===== config.mk =====
export PLATFORM = sky130hd
export DESIGN_NAME = fp32_div_seq
export DESIGN_NICKNAME = d
export VERILOG_FILES = /design/src/rtl/fp32_pkg.sv /design/src/rtl/fp32_div_seq_step.sv /design/src/rtl/fp32_div_seq.sv
export SDC_FILE = /design/constraint.sdc
export NUM_CORES = 1
export LEC_CHECK = 0
export ABC_CLOCK_PERIOD_IN_PS = 3000
export CORE_ASPECT_RATIO = 0.9
export CORE_MARGIN = 1
export CORE_UTILIZATION = 30
export DETAILED_ROUTE_END_ITERATION = 8
export GPL_TIMING_DRIVEN = 0
export HOLD_SLACK_MARGIN = 0.03
export PLACE_DENSITY_LB_ADDON = 0.12
export SETUP_SLACK_MARGIN = 0.1
export SYNTH_ARGS = -nofsm -noshare
export SYNTH_HDL_FRONTEND = slang
export SYNTH_SLANG_ARGS = --single-unit
export TNS_END_PERCENT = 1

===== constraint.sdc =====
create_clock -name clk -period 3 [get_ports clk]
set_clock_uncertainty 0.1 [all_clocks]
set_input_delay 0.6 -clock clk [delete_from_list [all_inputs] [get_ports clk]]
set_output_delay 0.6 -clock clk [all_outputs]
set_load 0.01 [all_outputs]

===== src/rtl/fp32_pkg.sv =====
// fp32 divider shared types and constants.
// Operand classification and special-case result selection.
package fp32_pkg;

  localparam int EXP_W  = 8;
  localparam int MANT_W = 23;
  localparam int BIAS   = 127;
  localparam int EXT_W  = EXP_W + 2;
  localparam int CNT_W  = 5;

  localparam logic [31:0] QNAN = 32'h7FC0_0000;

  localparam logic signed [EXT_W-1:0] BIAS_E = EXT_W'(BIAS);
  localparam logic signed [EXT_W-1:0] ONE_E  = EXT_W'(1);
  localparam logic [CNT_W-1:0] CNT_LAST = CNT_W'(MANT_W + 1);

  typedef enum logic [1:0] {
    IDLE,
    DIV,
    NORM
  } state_t;

  typedef enum logic [1:0] {
    FP_ZERO,
    FP_NORMAL,
    FP_INF,
    FP_NAN
  } fclass_t;

  typedef struct packed {
    logic dz;
    logic inv;
    logic ovf;
    logic unf;
  } flags_t;

  typedef struct packed {
    logic        hit;
    logic [31:0] y;
    flags_t      f;
  } spec_t;

  // Denormals count as zero.
  function automatic fclass_t fp_class(input logic [31:0] x);
    logic [EXP_W-1:0]  e;
    logic [MANT_W-1:0] m;
    e = x[MANT_W +: EXP_W];
    m = x[MANT_W-1:0];
    if (e == '0)
      return FP_ZERO;
    else if (&e)
      return (m != '0) ? FP_NAN : FP_INF;
    else
      return FP_NORMAL;
  endfunction

  // First matching special case wins.
  function automatic spec_t fp_special(
    input fclass_t ca,
    input fclass_t cb,
    input logic    s
  );
    spec_t r;
    logic [31:0] w_inf;
    logic [31:0] w_zero;
    w_inf  = {s, {EXP_W{1'b1}}, {MANT_W{1'b0}}};
    w_zero = {s, {(EXP_W + MANT_W){1'b0}}};
    r      = '0;
    r.hit  = 1'b1;
    if (ca == FP_NAN || cb == FP_NAN) begin
      r.y     = QNAN;
      r.f.inv = 1'b1;
    end else if ((ca == FP_ZERO && cb == FP_ZERO) ||
                 (ca == FP_INF && cb == FP_INF)) begin
      r.y     = QNAN;
      r.f.inv = 1'b1;
    end else if (ca == FP_INF) begin
      r.y = w_inf;
    end else if (cb == FP_INF) begin
      r.y = w_zero;
    end else if (cb == FP_ZERO) begin
      r.y    = w_inf;
      r.f.dz = 1'b1;
    end else if (ca == FP_ZERO) begin
      r.y = w_zero;
    end else begin
      r.hit = 1'b0;
    end
    return r;
  endfunction

endpackage


===== src/rtl/fp32_div_seq_step.sv =====
// One restoring division step on the mantissas.
// Kept separate so the loop can be unrolled later.
module fp_mant_div_step
  import fp32_pkg::*;
(
  input  logic [MANT_W+1:0] i_rem,
  input  logic [MANT_W:0]   i_d,
  output logic [MANT_W+1:0] o_rem_next,
  output logic              o_qbit
);

  logic [MANT_W+1:0] w_d_ext;
  logic [MANT_W+1:0] w_diff;

  assign w_d_ext = {1'b0, i_d};
  assign o_qbit  = (i_rem >= w_d_ext);
  assign w_diff  = i_rem - w_d_ext;

  assign o_rem_next = o_qbit ? {w_diff[MANT_W:0], 1'b0}
                             : {i_rem[MANT_W:0], 1'b0};

endmodule


===== src/rtl/fp32_div_seq.sv =====
// Iterative fp32 divider, one quotient bit per clock.
// Truncating rounding, denormals flushed to zero.
module fp32_div_seq
  import fp32_pkg::*;
(
  input  logic        clk,
  input  logic        rst_n,
  input  logic        start,
  input  logic [31:0] a,
  input  logic [31:0] b,
  output logic [31:0] y,
  output logic        done,
  output logic        busy,
  output logic        div_by_zero,
  output logic        invalid,
  output logic        overflow,
  output logic        underflow
);

  state_t                   r_state;
  logic [MANT_W+1:0]        r_rem;
  logic [MANT_W:0]          r_d;
  logic [MANT_W+1:0]        r_q;
  logic [CNT_W-1:0]         r_cnt;
  logic                     r_sign;
  logic signed [EXT_W-1:0]  r_exp;
  spec_t                    r_spec;
  logic [31:0]              r_y;
  flags_t                   r_flags;
  logic                     r_done;
  logic                     r_busy;

  logic [MANT_W+1:0]        w_rem_next;
  logic                     w_qbit;
  logic                     w_sign;
  fclass_t                  w_cls_a;
  fclass_t                  w_cls_b;
  spec_t                    w_spec;
  logic signed [EXT_W-1:0]  w_ea;
  logic signed [EXT_W-1:0]  w_eb;
  logic signed [EXT_W-1:0]  w_exp_in;
  logic signed [EXT_W-1:0]  w_e;
  logic [MANT_W-1:0]        w_frac;
  logic                     w_ovf;
  logic                     w_unf;
  logic [31:0]              w_norm_y;
  flags_t                   w_norm_f;

  fp_mant_div_step u_step (
    .i_rem      (r_rem),
    .i_d        (r_d),
    .o_rem_next (w_rem_next),
    .o_qbit     (w_qbit)
  );

  assign w_sign   = a[31] ^ b[31];
  assign w_cls_a  = fp_class(a);
  assign w_cls_b  = fp_class(b);
  assign w_spec   = fp_special(w_cls_a, w_cls_b, w_sign);
  assign w_ea     = {2'b00, a[MANT_W +: EXP_W]};
  assign w_eb     = {2'b00, b[MANT_W +: EXP_W]};
  assign w_exp_in = w_ea - w_eb + BIAS_E;

  assign w_e    = r_q[MANT_W+1] ? r_exp : r_exp - ONE_E;
  assign w_frac = r_q[MANT_W+1] ? r_q[MANT_W:1] : r_q[MANT_W-1:0];

  assign w_ovf = !w_e[EXT_W-1] &&
                 (w_e[EXP_W] || (&w_e[EXP_W-1:0]));
  assign w_unf = w_e[EXT_W-1] || (w_e == '0);

  // Pack the normalised quotient, saturating the exponent.
  always_comb begin
    w_norm_f = '0;
    w_norm_y = {r_sign, w_e[EXP_W-1:0], w_frac};
    unique case (1'b1)
      w_ovf: begin
        w_norm_y   = {r_sign, {EXP_W{1'b1}}, {MANT_W{1'b0}}};
        w_norm_f.ovf = 1'b1;
      end
      w_unf: begin
        w_norm_y   = {r_sign, {(EXP_W + MANT_W){1'b0}}};
        w_norm_f.unf = 1'b1;
      end
      default: ;
    endcase
  end

  // Control FSM with registered result, flags and handshake.
  always_ff @(posedge clk or negedge rst_n) begin
    if (!rst_n) begin
      r_state <= IDLE;
      r_rem   <= '0;
      r_d     <= '0;
      r_q     <= '0;
      r_cnt   <= '0;
      r_sign  <= 1'b0;
      r_exp   <= '0;
      r_spec  <= '0;
      r_y     <= '0;
      r_flags <= '0;
      r_done  <= 1'b0;
      r_busy  <= 1'b0;
    end else begin
      r_done <= 1'b0;
      unique case (r_state)
        IDLE: begin
          if (start) begin
            r_sign <= w_sign;
            r_spec <= w_spec;
            r_exp  <= w_exp_in;
            r_busy <= 1'b1;
            if (w_spec.hit) begin
              r_state <= NORM;
            end else begin
              r_rem   <= {1'b0, 1'b1, a[MANT_W-1:0]};
              r_d     <= {1'b1, b[MANT_W-1:0]};
              r_q     <= '0;
              r_cnt   <= '0;
              r_state <= DIV;
            end
          end
        end
        DIV: begin
          r_rem <= w_rem_next;
          r_q   <= {r_q[MANT_W:0], w_qbit};
          r_cnt <= r_cnt + 1'b1;
          if (r_cnt == CNT_LAST)
            r_state <= NORM;
        end
        NORM: begin
          r_y     <= r_spec.hit ? r_spec.y : w_norm_y;
          r_flags <= r_spec.hit ? r_spec.f : w_norm_f;
          r_done  <= 1'b1;
          r_busy  <= 1'b0;
          r_state <= IDLE;
        end
        default: r_state <= IDLE;
      endcase
    end
  end

  assign y           = r_y;
  assign done        = r_done;
  assign busy        = r_busy;
  assign div_by_zero = r_flags.dz;
  assign invalid     = r_flags.inv;
  assign overflow    = r_flags.ovf;
  assign underflow   = r_flags.unf;

endmodule


### Word level (Yosys, flattened, before mapping)

Index checks and enable logic that the tools add are counted.

* bits in registers: 165
* output and inout bits: 38

* $add $sub $neg: 5
* magnitude comparators: 1
* eq/ne operators: 10
* mux-type cells: 49
* bitwise gates (word level): 2
* reductions and logical operators: 26

Operators by type and width (count)
* 2-to-1 mux 32 bit: 7
* 2-to-1 mux 25 bit: 5
* one-hot mux 25 bit (2 select lines): 2
* one-hot mux 31 bit (2 select lines): 1
* nonzero test 23 bit: 2
* >= comparator 25 x 24 -> 1 bit: 1
* AND reduction 8 bit: 3
* subtractor 24 bit: 1
* 2-to-1 mux 23 bit: 1
* 2-to-1 mux 1 bit: 19
* zero test 8 bit: 2
* 2-to-1 mux 2 bit: 7
* adder 9 x 8 -> 10 bit, second input constant: 1
* == test 2 bit, second input constant: 5
* zero test 10 bit: 1
* 2-to-1 mux 10 bit: 1
* 2-to-1 mux 5 bit: 2
* one-hot mux 5 bit (2 select lines): 1
* subtractor 10 x 2 -> 10 bit, second input constant: 1
* subtractor 8 x 8 -> 9 bit: 1
* zero test 2 bit: 3
* inequality test 2 bit, second input constant: 3
* AND reduction 2 bit: 3
* AND reduction 3 bit: 2
* 12 further kinds: 18

### Logic depth before layout (Yosys ltp)

* depth after elaboration: 14
* depth in mapped cells: 12
* mapped depth without buffers: 12

### Cells and area by module

From an unflattened synthesis, not the netlist that was laid out.

* cell total of the unflattened synthesis: 918
* area, all modules: 8440.6 µm²

By module, submodules not included
* fp32_div_seq: times used 1, cells an instance 639, area each 6700.2 µm², seq. area each 3378.2 µm²
* fp_mant_div_step: times used 1, cells an instance 279, area each 1740.4 µm², seq. area each 0.0 µm²

### Worst setup path before layout

Ideal clock, no wire load.

* path kind: register to register
* from: register r_rem[19]
* to: register r_rem[1]
* library setup time: 0.083 ns
* arrival time: 2.675 ns
* data required time: 2.817 ns
* path slack: 0.142 ns
* cell stages (with the launch flop): 11
* clock period less this slack: 2.858 ns
* cells stage by stage: dfrtp_1 ha_1 buf_6 o21ai_1 a21oi_1 o41a_1 a2111o_1 a31o_1 a31oi_4 mux2_2 o21ai_0

* cells in the longest elaborated chain, start to end: 3

Ends and longest elaborated chain
* from (decl): line fp32_div_seq.sv:21 `logic [MANT_W+1:0] r_rem;`
* from (signal assigned): line fp32_div_seq.sv:115 `r_rem <= {1'b0, 1'b1, a[MANT_W-1:0]};`
* from (signal assigned): line fp32_div_seq.sv:124 `r_rem <= w_rem_next;`
* >= comparator 25 x 24 -> 1 bit: line fp32_div_seq_step.sv:16 `assign o_qbit = (i_rem >= w_d_ext);`
* 2-to-1 mux 25 bit: line fp32_div_seq_step.sv:19 `assign o_rem_next = o_qbit ? {w_diff[MANT_W:0], 1'b0}`
* one-hot mux 25 bit (2 select lines): line fp32_div_seq.sv:105 `unique case (r_state)`

No other way between the ends.
A chain may end at the register's enable or synchronous reset.

### Worst setup path in the final report

* from: register r_d[20]
* to: register r_rem[13]

* cells in the longest elaborated chain, start to end: 3

Ends and longest elaborated chain
* from (decl): line fp32_div_seq.sv:22 `logic [MANT_W:0] r_d;`
* from (signal assigned): line fp32_div_seq.sv:116 `r_d <= {1'b1, b[MANT_W-1:0]};`
* >= comparator 25 x 24 -> 1 bit: line fp32_div_seq_step.sv:16
* 2-to-1 mux 25 bit: line fp32_div_seq_step.sv:19
* one-hot mux 25 bit (2 select lines): line fp32_div_seq.sv:105

No other way between the ends.

==> flow_metrics.py <==
metrics = {
    "logic_synthesis": {
        "avgSynthCellArea_um2": 9.300,
        "synth.area.mux_share_pct": 5.445,
        "synth_nets": 950,
        "synth_commonest_cells": "135 x dfrtp_1, 108 x nand2_1, 89 x o21ai_0",
        "synth_area_um2": 7859,
        "yosys-top-cells-area": "dfrtp_1 43%, ha_1 5.7%, o21ai_0 5.7%",
        "syn_inst": 845,
        "synth_top_family_by_area": "compound AO/OA/AOI/OAI gates",
        "synth-seq-cells": 135,
        "synth_compound_area_share_pct": 21.02,
        "ys_types": 60,
        "synth_warnings": 0,
        "synth_top_area_cell": "dfrtp_1",
        "yosys.area_share.adder_pct": 6.241,
        "synth.most_common_cell": "dfrtp_1",
        "synth_xor_area_share_pct": 4.346,
        "ys_seq_area_share_pct": 42.99,
        "yosysTopAreaCellShare_pct": 42.99,
        "ys_async_sr_fraction_pct": 100.0,
        "synth_edf_count": 0,
        "synth_ff_type": "dfrtp_1",
        "synthSimpleGateAreaFrac_pct": 15.22,
    },
    "power": {
        "seqPwrFrac_pct": 24.8,
        "clkPwrFrac_pct": 17.8,
        "comb_power_share_pct": 57.5,
        "switching_share_pct": 41.89,
        "irDropWorstVdd_v": 0.0004672,
        "powerDensity_nw_per_um2": 1179,
        "p_switching_mw": 5.141,
        "intPower_mw": 7.132,
        "p_leak_nw": 4.310,
    },
    "setup_path": {
        "path_max_fanout": 7,
        "worst_setup_path_end_kind": "flip-flop",
        "cp_data_required_time_ns": 3.19,
        "path_class": "reg2reg",
        "critical_path_arrival_ns": 3.21,
        "reg2reg_slack_ns": -0.03,
        "cp-start-kind": "flip-flop",
    },
    "run_status": {
        "failed_checks": "negative setup slack",
        "outcome": "complete, but fails checks",
    },
    "place": {
        "gp_congestion": 0.8573,
        "placement.cell_area_um2": 9356,
        "hpwlAfterDp_mm": 16.77,
        "numPortBuffers": 104,
    },
    "timing": {
        "period_needed_ns": 3.026,
        "min_period_over_period_pct": 100.9,
        "rsz0062_at_grt": "true",
        "finalSetupViolCount": 4,
        "setup_slack_ns": -0.02595,
        "relSlewSlack_pct": 40.95,
        "maxSlewViolCount": 0,
        "fmax_mhz": 330.5,
        "hold_violations": 0,
        "worst_pin_slew_ns": 0.8825,
        "holdWs_ns": 0.3702,
    },
    "floorplanning": {
        "core_area_um2": 25460,
        "core.rowCount": 55,
        "die_h_um": 155.5,
        "initial_core_util_pct": 30.86,
        "io_pins": 105,
        "dieArea_um2": 26850,
        "die_x_um": 172.6,
    },
    "detailed_routing": {
        "top_layer": "met4",
        "vias": 6752,
        "firstDrtPassIters": 5,
        "dr_wl_met2_mm": 10.22,
        "via_per_inst": 5.039,
        "drcViolationCount": 0,
        "drt_iter0_markers": 354,
        "wl_met1_mm": 11.47,
        "wl_per_cell_um": 17.13,
        "drtAntennaViolNets": 0,
        "drt-total-wl_mm": 22.95,
        "wl_met3_um": 988,
    },
    "global_routing": {
        "grt-ovfl-total": 0,
        "antenna_found_initial": 0,
        "grt_start_max_net_pins": 94,
        "grt_pass1_wl_mm": 37.17,
        "grt.total_usage_pct": 17.66,
        "grt_pass1_vias": 6662,
    },
    "clocking": {
        "numClockSinks": 135,
        "cts_htree_levels": 4,
        "clock_latency_ns": 0.43,
        "clk_pin_slew_ns": 0.07,
        "cts_root_buffer": "clkbuf_16",
        "numCtsBuffers": 17,
        "cts_tree": "done",
        "cts_buffer_depth": 2,
    },
    "finish": {
        "drive_gt1_share_pct": 12.02,
        "fin_area_um2": 10410,
        "antennaDiodeCount": 0,
        "layout.nets": 1090,
        "syn_to_final_growth_pct": 32.46,
    },
    "min_path": {
        "hold_path.class": "reg2reg",
    },
    "run": {
        "cap_viol_max_count": 0,
    },
}
-- path summary, 6_finish.rpt --
| kind | startpoint | endpoint | cells past startpoint |
|---|---|---|---|
| max | r_d[20]$_DFFE_PN0P_ | r_rem[13]$_DFFE_PN0P_ | 13 |
| min | r_d[23]$_DFFE_PN0P_ | r_d[23]$_DFFE_PN0P_ | 1 |
| max reg2reg | r_d[20]$_DFFE_PN0P_ | r_rem[13]$_DFFE_PN0P_ | 13 |
| min reg2reg | r_d[23]$_DFFE_PN0P_ | r_d[23]$_DFFE_PN0P_ | 1 |
| max in group asynchronous | rst_n | r_d[0]$_DFFE_PN0P_ | 3 |
| min in group asynchronous | rst_n | y[27]$_DFFE_PN0P_ | 2 |
-- registers in the layout, indices dropped and copies added (netlist names), 2 cells and up --
signal / count
r_spec: 5
r_q: 25
r_state: 2
r_exp: 10
r_d: 24
r_cnt: 5
y: 32
r_rem: 25
-- metrics by stage --
stage / std cells / setup TNS (ns) / setup slack, ns / util (%) / power, mW
2_1_floorplan: 845 / 0 / 0.1421 / - / 7.474
3_3_place_gp: 1291 / -670.96 / -4.579 / 36.63 / 9.050
3_5_place_dp: 1292 / -55.44 / -1.169 / 36.75 / 9.082
4_1_cts: 1337 / -0.4048 / -0.06124 / 40.31 / 12.02
5_1_grt: 1340 / -1.170 / -0.1065 / 40.88 / 13.26
6_report: 1340 / -0.05520 / -0.02595 / 40.88 / 12.27
-- kinds of logic after synthesis --
group / after synthesis
compound gates: 250
simple gates: 252
buf+inv: 89
mux: 42
flops: 135
xor+xnor: 39
fa+ha+maj: 38
-- layer usage --
metal	vias to the layer above	global-route usage (%)
li1	3337	-
met1	3243	25.01
met4	0	4.677
met5	-	0
met3	16	3.241
met2	156	27.55
-- timing repair --
| item | CTS | global route |
|---|---|---|
| gates resized for setup | 48 | 40 |
| hold buffers | 1 | 0 |
| endpoints found under the setup margin | 88 | 91 |
| pin swaps | 11 | 10 |
| cloned | 1 | 0 |
| buffers inserted | 11 | 4 |
| endpoints found under the hold margin | 42 | 0 |
-- worst max-delay path, cell delays in order, from the launching register on --
cell and delay, ns:
dfrtp_1 0.36, inv_1 0.07, ha_1 0.24, buf_6 0.14, o21ai_4 0.05, a21oi_2 0.05
o41a_1 0.35, a2111o_1 0.45, a31o_1 0.23, a31oi_4 0.27, buf_12 0.16, buf_12 0.12
mux2i_1 0.20, o21ai_1 0.08
-- cell usage in the layout, fill, tap and decap left out, types with 6 or more instances in the layout --
| master | count |
|---|---|
| xnor2_1 | 24 |
| nand2_1 | 108 |
| and2_1 | 6 |
| xor2_1 | 15 |
| dfrtp_1 | 133 |
| buf_4 | 15 |
| buf_6 | 6 |
| clkbuf_1 | 19 |
| nor2b_1 | 9 |
| a22oi_1 | 14 |
| inv_1 | 46 |
| nor3_1 | 9 |
| a22o_1 | 32 |
| ha_1 | 29 |
| o21ai_0 | 78 |
| nand4_1 | 12 |
| buf_2 | 6 |
| clkdlybuf4s50_1 | 103 |
| clkbuf_16 | 17 |
| nor2_1 | 46 |
| a31oi_1 | 11 |
| nand2b_1 | 10 |
| o21a_1 | 9 |
| nand3_1 | 6 |
| o21ai_1 | 21 |
| nor4_1 | 10 |
| o211ai_1 | 10 |
| mux2i_1 | 35 |
| a21oi_1 | 20 |
| mux2_2 | 6 |
| or4_1 | 8 |
-- final cells by class --
type                            instances  area (um2)
Buffer                                 41       239.0
Clock buffer                           18       439.2
Clock inverter                         14       163.9
Fill cell                            2568       15050
Inverter                               47       176.4
Multi-Input combinational cell        621        4334
Sequential cell                       135        3381
Tap cell                              342       427.9
Timing Repair Buffer                  122        1249
-- power by group through the flow --
stage	sequential (mW)	combinational, mW	clock, mW
CTS	3.03	6.75	2.23
finish	3.04	7.05	2.18
global route	3.13	7.82	2.30
global placement	3.06	5.99	0
floorplan	2.94	4.54	0
detailed placement	3.06	6.02	0
No activity file was read; power rests on OpenSTA's default activity.
